--- src/rtl/tdm_mux_16_1.sv ---
// Time-division N:1 serializer: captures a parallel frame of NUM_CH lanes in one
// handshake and emits one lane per enabled clock, tagged with its slot index.
module tdm_mux_16_1 #(
  parameter int unsigned NUM_CH = 16,
  parameter int unsigned SEL_W  = 4,
  parameter int unsigned DATA_W = 1
) (
  input  logic                     Clock_In,
  input  logic                     Reset_In,
  input  logic                     Enable_In,
  input  logic                     Load_In,
  input  logic [NUM_CH*DATA_W-1:0] Data_In,
  output logic                     Ready_Out,
  output logic [DATA_W-1:0]        Data_Out,
  output logic [SEL_W-1:0]         Select_Out,
  output logic                     Valid_Out,
  output logic                     Frame_Start_Out,
  output logic                     Frame_End_Out,
  output logic                     Overrun_Out
);

  localparam logic [SEL_W-1:0] LAST_SLOT = SEL_W'(NUM_CH - 1);

  typedef enum logic {
    IDLE,
    SHIFT
  } state_t;

  state_t                     state;
  logic [NUM_CH*DATA_W-1:0]   shadow;
  logic [SEL_W-1:0]           next_sel;
  logic [DATA_W-1:0]          next_lane;
  logic                       last_slot;
  logic                       accept;

  // Select_Out doubles as the slot counter; a new frame may be taken in the last slot.
  assign last_slot = (Select_Out == LAST_SLOT);
  assign Ready_Out = Enable_In & ~Reset_In &
                     ((state == IDLE) | ((state == SHIFT) & last_slot));
  assign accept    = Load_In & Ready_Out;
  assign next_sel  = Select_Out + SEL_W'(1);

  // Lane of the shadow frame that will be emitted in the following slot.
  always_comb begin
    next_lane = '0;
    for (int unsigned k = 0; k < NUM_CH; k++) begin
      if (next_sel == SEL_W'(k)) begin
        next_lane = shadow[k*DATA_W +: DATA_W];
      end
    end
  end

  always_ff @(posedge Clock_In) begin
    if (Reset_In) begin
      state           <= IDLE;
      shadow          <= '0;
      Data_Out        <= '0;
      Select_Out      <= '0;
      Valid_Out       <= 1'b0;
      Frame_Start_Out <= 1'b0;
      Frame_End_Out   <= 1'b0;
      Overrun_Out     <= 1'b0;
    end else begin
      Overrun_Out <= Load_In & ~Ready_Out;
      if (accept) begin
        state           <= SHIFT;
        shadow          <= Data_In;
        Select_Out      <= '0;
        Data_Out        <= Data_In[DATA_W-1:0];
        Valid_Out       <= 1'b1;
        Frame_Start_Out <= 1'b1;
        Frame_End_Out   <= 1'b0;
      end else begin
        case (state)
          SHIFT: begin
            if (!Enable_In) begin
              // Pause: hold slot and data, suppress the qualifiers.
              Valid_Out       <= 1'b0;
              Frame_Start_Out <= 1'b0;
              Frame_End_Out   <= 1'b0;
            end else if (last_slot) begin
              state           <= IDLE;
              Valid_Out       <= 1'b0;
              Frame_Start_Out <= 1'b0;
              Frame_End_Out   <= 1'b0;
            end else begin
              Select_Out      <= next_sel;
              Data_Out        <= next_lane;
              Valid_Out       <= 1'b1;
              Frame_Start_Out <= 1'b0;
              Frame_End_Out   <= (next_sel == LAST_SLOT);
            end
          end
          default: begin
            Valid_Out       <= 1'b0;
            Frame_Start_Out <= 1'b0;
            Frame_End_Out   <= 1'b0;
          end
        endcase
      end
    end
  end

endmodule

--- config.mk ---
export PLATFORM = sky130hd
export DESIGN_NAME = tdm_mux_16_1
export DESIGN_NICKNAME = d
export VERILOG_FILES = /design/src/rtl/tdm_mux_16_1.sv
export SDC_FILE = /design/constraint.sdc
export NUM_CORES = 1
export LEC_CHECK = 0
export ABC_AREA = 1
export CORE_MARGIN = 2
export CORE_UTILIZATION = 55
export CTS_BUF_LIST = sky130_fd_sc_hd__clkbuf_2 sky130_fd_sc_hd__clkbuf_4 sky130_fd_sc_hd__clkbuf_8
export DETAILED_ROUTE_END_ITERATION = 6
export PLACE_DENSITY = 0.87
export SLEW_MARGIN = 20
export SYNTH_ARGS = -nofsm -noshare
export SYNTH_HDL_FRONTEND = slang
export SYNTH_SLANG_ARGS = --single-unit
--- constraint.sdc ---
create_clock -name Clock_In -period 2.3 [get_ports Clock_In]
set_input_delay 0.345 -clock Clock_In [delete_from_list [all_inputs] [get_ports Clock_In]]
set_output_delay 0.345 -clock Clock_In [all_outputs]
set_load 0.01 [all_outputs]
Word level (Yosys, flattened, before mapping)
Index checks and enable logic that the tools add are counted.

Multiplexer cells: 28. Equality and inequality tests: 17. Add/sub/neg operators: 1. Bitwise logic cells: 11. Reductions and logical operators: 7.

Operators by type and width (count): 4-bit == test, second input constant (9); 1-bit 2-to-1 mux (28); 4-bit by 3-bit == test with 1-bit output, second input constant (4); 4-bit by 2-bit == test with 1-bit output, second input constant (2); 3-bit AND reduction (2); 1-bit bitwise AND (5); 1-bit inverter (5); 5-bit OR reduction (1); 4-bit by 1-bit adder with 4-bit output, second input constant (1); 4-bit by 1-bit == test with 1-bit output, second input constant (1); 4-bit zero test (1); 2-bit nonzero test (2); 2-bit by 1-bit != test with 1-bit output, second input constant (1); 2-bit OR reduction (1); 1-bit bitwise OR (1).

Input port bits: 20. Output and inout port bits: 10. Register bits: 26. Logic and storage cells: 72.

Logic depth before layout (Yosys ltp)
Gate-level depths: netlist of the first run.

Depth in word-level cells: 22. Gate-level depth with buffers: 11. Gate-level depth less buffers: 11.

Worst setup path before layout of the first run
No wires, ideal clock.

Path type: register to register. From: register Select_Out[0]. To: register shadow[15]. Buffers on the path: 1. Setup time: 0.115 ns. Data arrival time: 1.406 ns. Period minus slack after synthesis: 1.521 ns. Required time: 2.185 ns. Cell stages (with the launch flop): 10. Setup slack: 0.779 ns. Cells stage by stage: dfxtp_1 > ha_1 > nand3_1 > nand2_2 > nand2_4 > nor2_8 > inv_2 > buf_6 > o21ai_2 > a21oi_2.

Word-level cells in the longest chain between the ends: 5.

Ends and longest elaborated chain: start: declaration (RTL line 15) `output logic [SEL_W-1:0] Select_Out,`; start signal: assignment (RTL line 87) `Select_Out <= next_sel;`; 4-bit == test (RTL line 37) `assign last_slot = (Select_Out == LAST_SLOT);`; 1-bit bitwise AND (RTL line 39) `((state == IDLE) | ((state == SHIFT) & last_slot));`; 1-bit bitwise OR (RTL line 39); 1-bit bitwise AND (RTL line 38) `assign Ready_Out = Enable_In & ~Reset_In &`; 1-bit bitwise AND (RTL line 40) `assign accept = Load_In & Ready_Out;`; end signal: assignment (RTL line 67) `shadow <= Data_In;`; end: declaration (RTL line 30) `logic [NUM_CH*DATA_W-1:0] shadow;`.

Every way passes these cells. A chain may end at the register's enable or synchronous reset.

Worst setup path after layout of the first run
From: register Select_Out[1]. To: output Ready_Out.

Word-level cells in the longest chain between the ends: 4.

Ends and longest elaborated chain: 4-bit == test (RTL line 37); 1-bit bitwise AND (RTL line 39); 1-bit bitwise OR (RTL line 39); 1-bit bitwise AND (RTL line 38); end: declaration (RTL line 13) `output logic Ready_Out,`.

Every way passes these cells.

==> run_results.csv, run 1 <==
group,metric,value,unit
clocking,cts_hold_buffers,0,
yosys,yosysSeqAreaShare,0.4119,
timing,hold_viol,0,
finish,layoutNonFillerInstCount,235,
finish,syn2layout_area_growth,28.91,%
critical_path,r2r_slack,530,ps
critical_path,path_max_fanout,4,
yosys,synthDistinctLibCells,24,
min_path,hp-class,"reg -> reg",
run_status,status,"finished clean",
global_route,antenna_found_initial,0,
clocking,clkTransAtPathRegs,140,ps
global_route,grt_usage,0.2394,
clocking,clock_latency,320,ps
clocking,cts-root-buf,"clkbuf_4",
drt,post-route-drc-count,0,
die,core,2191,µm²
global_route,grt_max_degree,24,
yosys,syn_inst,173,
finish,final_util,0.7436,
timing,setup_ws,73.07,ps
critical_path,critPathCaptureType,"output port",
global_route,grt_overflow,0,
drt,drtIter0Drc,21,
critical_path,worst_setup_path_start_kind,"flop",
timing,fin_tns_setup,0,ps
die,die_w,51.94,µm
yosys,syn_avg_cell_area,7.305,µm²
clocking,postCtsSetupBuffers,0,
placed_design,portBuffers,29,
critical_path,cp.arrival,1880,ps
timing,rsz0062_at_grt,"false",
finish,nets,233,
finish,final_cell_area,1629,µm²
clocking,clk_path_buf_depth,2,
power,vdd_drop_max,0.3942,mV
timing,tightest_slew,439.8,ps
timing,whs,474.2,ps
clocking,cts_tree,"built",
drt,wl,2866,µm
finish,layout_common_cells,"nand2_1 (46), clkdlybuf4s50_1 (29), dfxtp_1 (26)",
drt,first_pass_iters,4,
placed_design,globalplace.congestion,0.8449,
timing,min_period_over_period,0.9682,
timing,finalCriticalPeriod,2227,ps
timing,slew_headroom,0.7064,
clocking,ctsResizeCount,0,
die,io_pins,30,
clocking,htree_levels,1,
global_route,grt_pass1_vias,1181,
power,power_density,510.4,nW/µm²
timing,setup-violations-final,0,
job,maxCapViolCount,0,
drt,routed_via_density,5.166,
finish,antenna_cells,0,
yosys,ys_seq_elements,26,
placed_design,placed_area,1593,µm²
placed_design,dp_cells,231,
yosys,yosys_warnings,0,
placed_design,pre_cts_slack,143.1,ps
placed_design,hpwl,2170,µm
clocking,cts_buffers,3,
yosys,synth_nets,198,
die,dieArea,2697,µm²
die,die_height,51.94,µm
power,total_leakage_power,0.7471,nW
critical_path,cp_data_required_time,1960,ps
power,p_total,0.8315,mW
drt,wl_per_cell,12.20,µm
timing,fmax,449.0,MHz
clocking,clkSinkCount,26,
timing,slew_viol_final,0,
die,initial_core_util,0.5768,
critical_path,crit_type,"reg -> out",
drt,postRouteAntennaNets,0,
global_route,grt_pass1_wl,4823,µm
yosys,synth_area,1264,µm²
finish,final_common_cell,"nand2_1",
die,rows,17,
timing,clock_skew,3.504,ps
drt,vias,1214,
finish,drive_above_1_share,0.1111,
path summary, 6_finish.rpt:
| kind | start | endpoint | cells past startpoint |
|---|---|---|---|
| worst max-delay path | Select_Out[1] | Ready_Out | 6 |
| worst min-delay path | shadow[10] | shadow[10] | 2 |
| worst max register to register | Select_Out[0] | Data_Out | 10 |
| worst min register to register | shadow[10] | shadow[10] | 2 |
critical path, cell delays in order (launching register included):
cell,delay (ps)
dfxtp_1,380
ha_1,230
nand3_1,130
nand2_2,130
nand2_4,80
inv_1,90
clkdlybuf4s50_1,530
final cells by class:
| class | count | area (µm²) |
|---|---|---|
| repair buffers | 34 | 327.8 |
| inverters | 23 | 86.33 |
| flip-flops and latches | 26 | 520.5 |
| well taps | 28 | 35.03 |
| fillers | 162 | 561.8 |
| multi-input cells | 120 | 623.1 |
| clock buffers | 4 | 36.28 |
sequential cells by signal (all words and copies together), names as in the netlist:
name and flops:
Select_Out 4, Data_Out 1, Overrun_Out 1, Frame_Start_Out 1, state 1, Valid_Out 1
shadow 16, Frame_End_Out 1
report_power, final:
group / internal, mW / switching (mW) / total (mW)
clock network: 0.0968 / 0.132 / 0.229
registers: 0.471 / 0.00881 / 0.479
logic: 0.0626 / 0.0606 / 0.123
total: 0.630 / 0.202 / 0.831
synthesized netlist by cell type:
master | n | area (µm²)
a21oi_1 | 10 | 50.05
a21oi_2 | 4 | 35.03
buf_4 | 1 | 7.510
buf_6 | 2 | 22.52
clkbuf_1 | 1 | 3.750
clkinv_1 | 1 | 3.750
dfxtp_1 | 26 | 520.5
ha_1 | 5 | 62.56
inv_1 | 21 | 78.83
inv_2 | 1 | 3.750
nand2_1 | 46 | 172.7
nand2_2 | 3 | 18.77
nand2_4 | 1 | 11.26
nand3_1 | 19 | 95.09
nor2_1 | 14 | 52.55
nor2_2 | 1 | 6.260
nor2_8 | 1 | 20.02
nor3_1 | 1 | 5.000
nor4_1 | 1 | 6.260
o211ai_1 | 1 | 7.510
o21ai_0 | 4 | 20.02
o21ai_1 | 5 | 25.02
o21ai_2 | 3 | 26.28
xnor2_1 | 1 | 8.760
kinds of logic (layout without fill, tap and decap cells):
logic type | count (synthesis) | in the layout | share of synthesized area
adders and majority gates | 5 | 5 | 0.04950
AOI/OAI and AO/OA | 27 | 27 | 0.1297
buffers and inverters | 27 | 61 | 0.09505
xor gates and xnor gates | 1 | 1 | 0.006932
and+or+nand+nor | 87 | 87 | 0.3069
DFF | 26 | 26 | 0.4119
layer usage:
layer,part of all wire,global-route usage,up-vias
met1,0.40,0.2563,568
met4,0.011,0.1228,0
met3,0.037,0.02586,4
met5,0,0,-
met2,0.55,0.4536,25
li1,-,-,617
(Power assumes the default switching activity.)
==> run 2: changes to the inputs <==
==> constraint.sdc (replaced) <==
create_clock -name Clock_In -period 2.6 [get_ports Clock_In]
set_input_delay 0.39 -clock Clock_In [delete_from_list [all_inputs] [get_ports Clock_In]]
set_output_delay 0.39 -clock Clock_In [all_outputs]
set_load 0.01 [all_outputs]
==> run 2 against run 1 <==
Effect of this change:
- flip-flop and latch count stayed put
- non-clock buffer count is 5 lower
- clock-buffer cell count is 1 lower
- worst hold slack better by 2.5 ps
- combinational power is 17% lower
- register-to-register slack better by 160 ps
- wire length is 6.4% lower
- cell count is 2.6% lower
- setup slack better by 180 ps
- via count is 2.2% lower
- clock power is 28% lower
- sequential share of layout area is 1.0 points higher
- critical path type unchanged
==> run_results.csv, run 2 (same netlist as run 1, synthesis figures left out) <==
group,metric,value,unit
drt,vias,1187,
clocking,htree_levels,1,
timing,rsz0062_at_grt,"false",
global_route,grt_overflow,0,
global_route,grt_usage,0.2306,
finish,top_regs,"shadow x16, Select_Out x4",
critical_path,critPathCaptureType,"output port",
clocking,cts-root-buf,"clkbuf_4",
finish,fillers,178,
timing,clock_skew,3.157,ps
clocking,cts_tree,"built",
drt,postRouteAntennaNets,0,
power,combPwrFrac,0.148,
critical_path,r2r_slack,690,ps
power,power_density,438.5,nW/µm²
power,swShare,0.2447,
placed_design,portBuffers,29,
global_route,grt_pass1_vias,1147,
drt,routed_via_density,5.183,
critical_path,path_max_fanout,7,
timing,fmax,425.6,MHz
die,die_w,51.94,µm
clocking,clock_latency,320,ps
drt,drtIter0Drc,27,
global_route,use_met3,0.02874,
placed_design,hpwl,2069,µm
min_path,hp-class,"reg -> reg",
die,rows,17,
critical_path,cp.arrival,1960,ps
finish,largest_register,"shadow",
timing,slew_viol_final,0,
power,power_frac_clock,0.238,
finish,syn2layout_area_growth,24.85,%
timing,hold_viol,0,
finish,final_common_cell,"nand2_1",
power,p_int,0.5225,mW
power,p_seq_frac,0.615,
critical_path,crit_type,"reg -> out",
drt,wl,2682,µm
timing,slew_headroom,0.6337,
die,dieArea,2697,µm²
finish,layout_common_cells,"nand2_1 (46), clkdlybuf4s50_1 (29), dfxtp_1 (26)",
clocking,clk_path_buf_depth,2,
timing,finalCriticalPeriod,2350,ps
finish,largest_reg_flops,16,
clocking,cts_hold_buffers,0,
clocking,clkSinkCount,26,
job,maxCapViolCount,0,
global_route,grt_max_degree,24,
clocking,ctsResizeCount,0,
placed_design,globalplace.congestion,0.8449,
global_route,grt.busiest_layer,"met2",
power,vdd_drop_max,0.4033,mV
critical_path,cp_data_required_time,2210,ps
die,die_height,51.94,µm
finish,antenna_cells,0,
power,total_leakage_power,0.7142,nW
die,initial_core_util,0.5768,
global_route,antenna_found_initial,0,
run_status,status,"finished clean",
finish,nets,228,
drt,first_pass_iters,4,
drt,wl_per_cell,11.71,µm
finish,drive_above_1_share,0.08458,
global_route,grt_use_met1,0.2518,
timing,tightest_slew,548.9,ps
clocking,cts_buffers,3,
timing,setup-violations-final,0,
timing,setup_ws,250.4,ps
timing,fin_tns_setup,0,ps
timing,min_period_over_period,0.9037,
clocking,postCtsSetupBuffers,0,
clocking,clkTransAtPathRegs,130,ps
global_route,grt_pass1_wl,4650,µm
global_route,met2_usage,0.4219,
power,p_sw,0.1693,mW
placed_design,pre_cts_slack,406.1,ps
die,io_pins,30,
die,core,2191,µm²
critical_path,worst_setup_path_start_kind,"flop",
drt,post-route-drc-count,0,
-- run 2: cell types whose count changed in the layout (fill, tap and decap cells not counted) --
cell / before / now
buf_4: 5 / 0
clkbuf_8: 1 / 0
-- run 2: critical path, stage by stage (launching register included) --
cell and delay [ps]:
dfxtp_1 470, ha_1 260, nand3_1 130, nand2_2 110, nand2_4 70, inv_1 70
clkdlybuf4s50_1 530
-- run 2: layout make-up --
class	count	area, µm²	area share
multi-input cells	120	623.1	0.3949
flip-flops and latches	26	520.5	0.3299
repair buffers	29	290.3	0.1840
inverters	23	86.33	0.05472
well taps	28	35.03	0.02220
clock buffers	3	22.52	0.01427
-- run 2: final timing paths --
check        cells after the start          to     startpoint
max reg2reg                      9    Data_Out  Select_Out[1]
min                              2  shadow[12]     shadow[12]
min reg2reg                      2  shadow[12]     shadow[12]
max                              6   Ready_Out  Select_Out[1]
-- run 2: power groups by stage --
| stage | clock, mW | sequential (mW) | combinational, mW |
|---|---|---|---|
| 2_1_floorplan | 0 | 0.433 | 0.0546 |
| 3_3_place_gp | 0 | 0.433 | 0.0993 |
| 5_1_grt | 0.185 | 0.427 | 0.114 |
| 4_1_cts | 0.174 | 0.425 | 0.103 |
| 3_5_place_dp | 0 | 0.434 | 0.102 |
| 6_report | 0.164 | 0.425 | 0.102 |
-- run 2: through the flow --
| stage | area [µm²] | hold slack (ps) | util | power, mW | instances |
|---|---|---|---|---|---|
| floorplan | 1264 | 429.7 | - | 0.4880 | 173 |
| global placement | 1555 | 458.1 | 0.7099 | 0.5323 | 226 |
| detailed placement | 1555 | 460.2 | 0.7099 | 0.5367 | 226 |
| CTS | 1578 | 479.5 | 0.7202 | 0.7028 | 229 |
| global route | 1578 | 493.1 | 0.7202 | 0.7255 | 229 |
| finish | 1578 | 476.7 | 0.7202 | 0.6918 | 229 |
-- run 2: metal layers --
layer,vias up,routed length (µm)
met5,-,0
met4,0,87
met3,8,133
met2,36,1351
met1,537,1109
li1,606,-
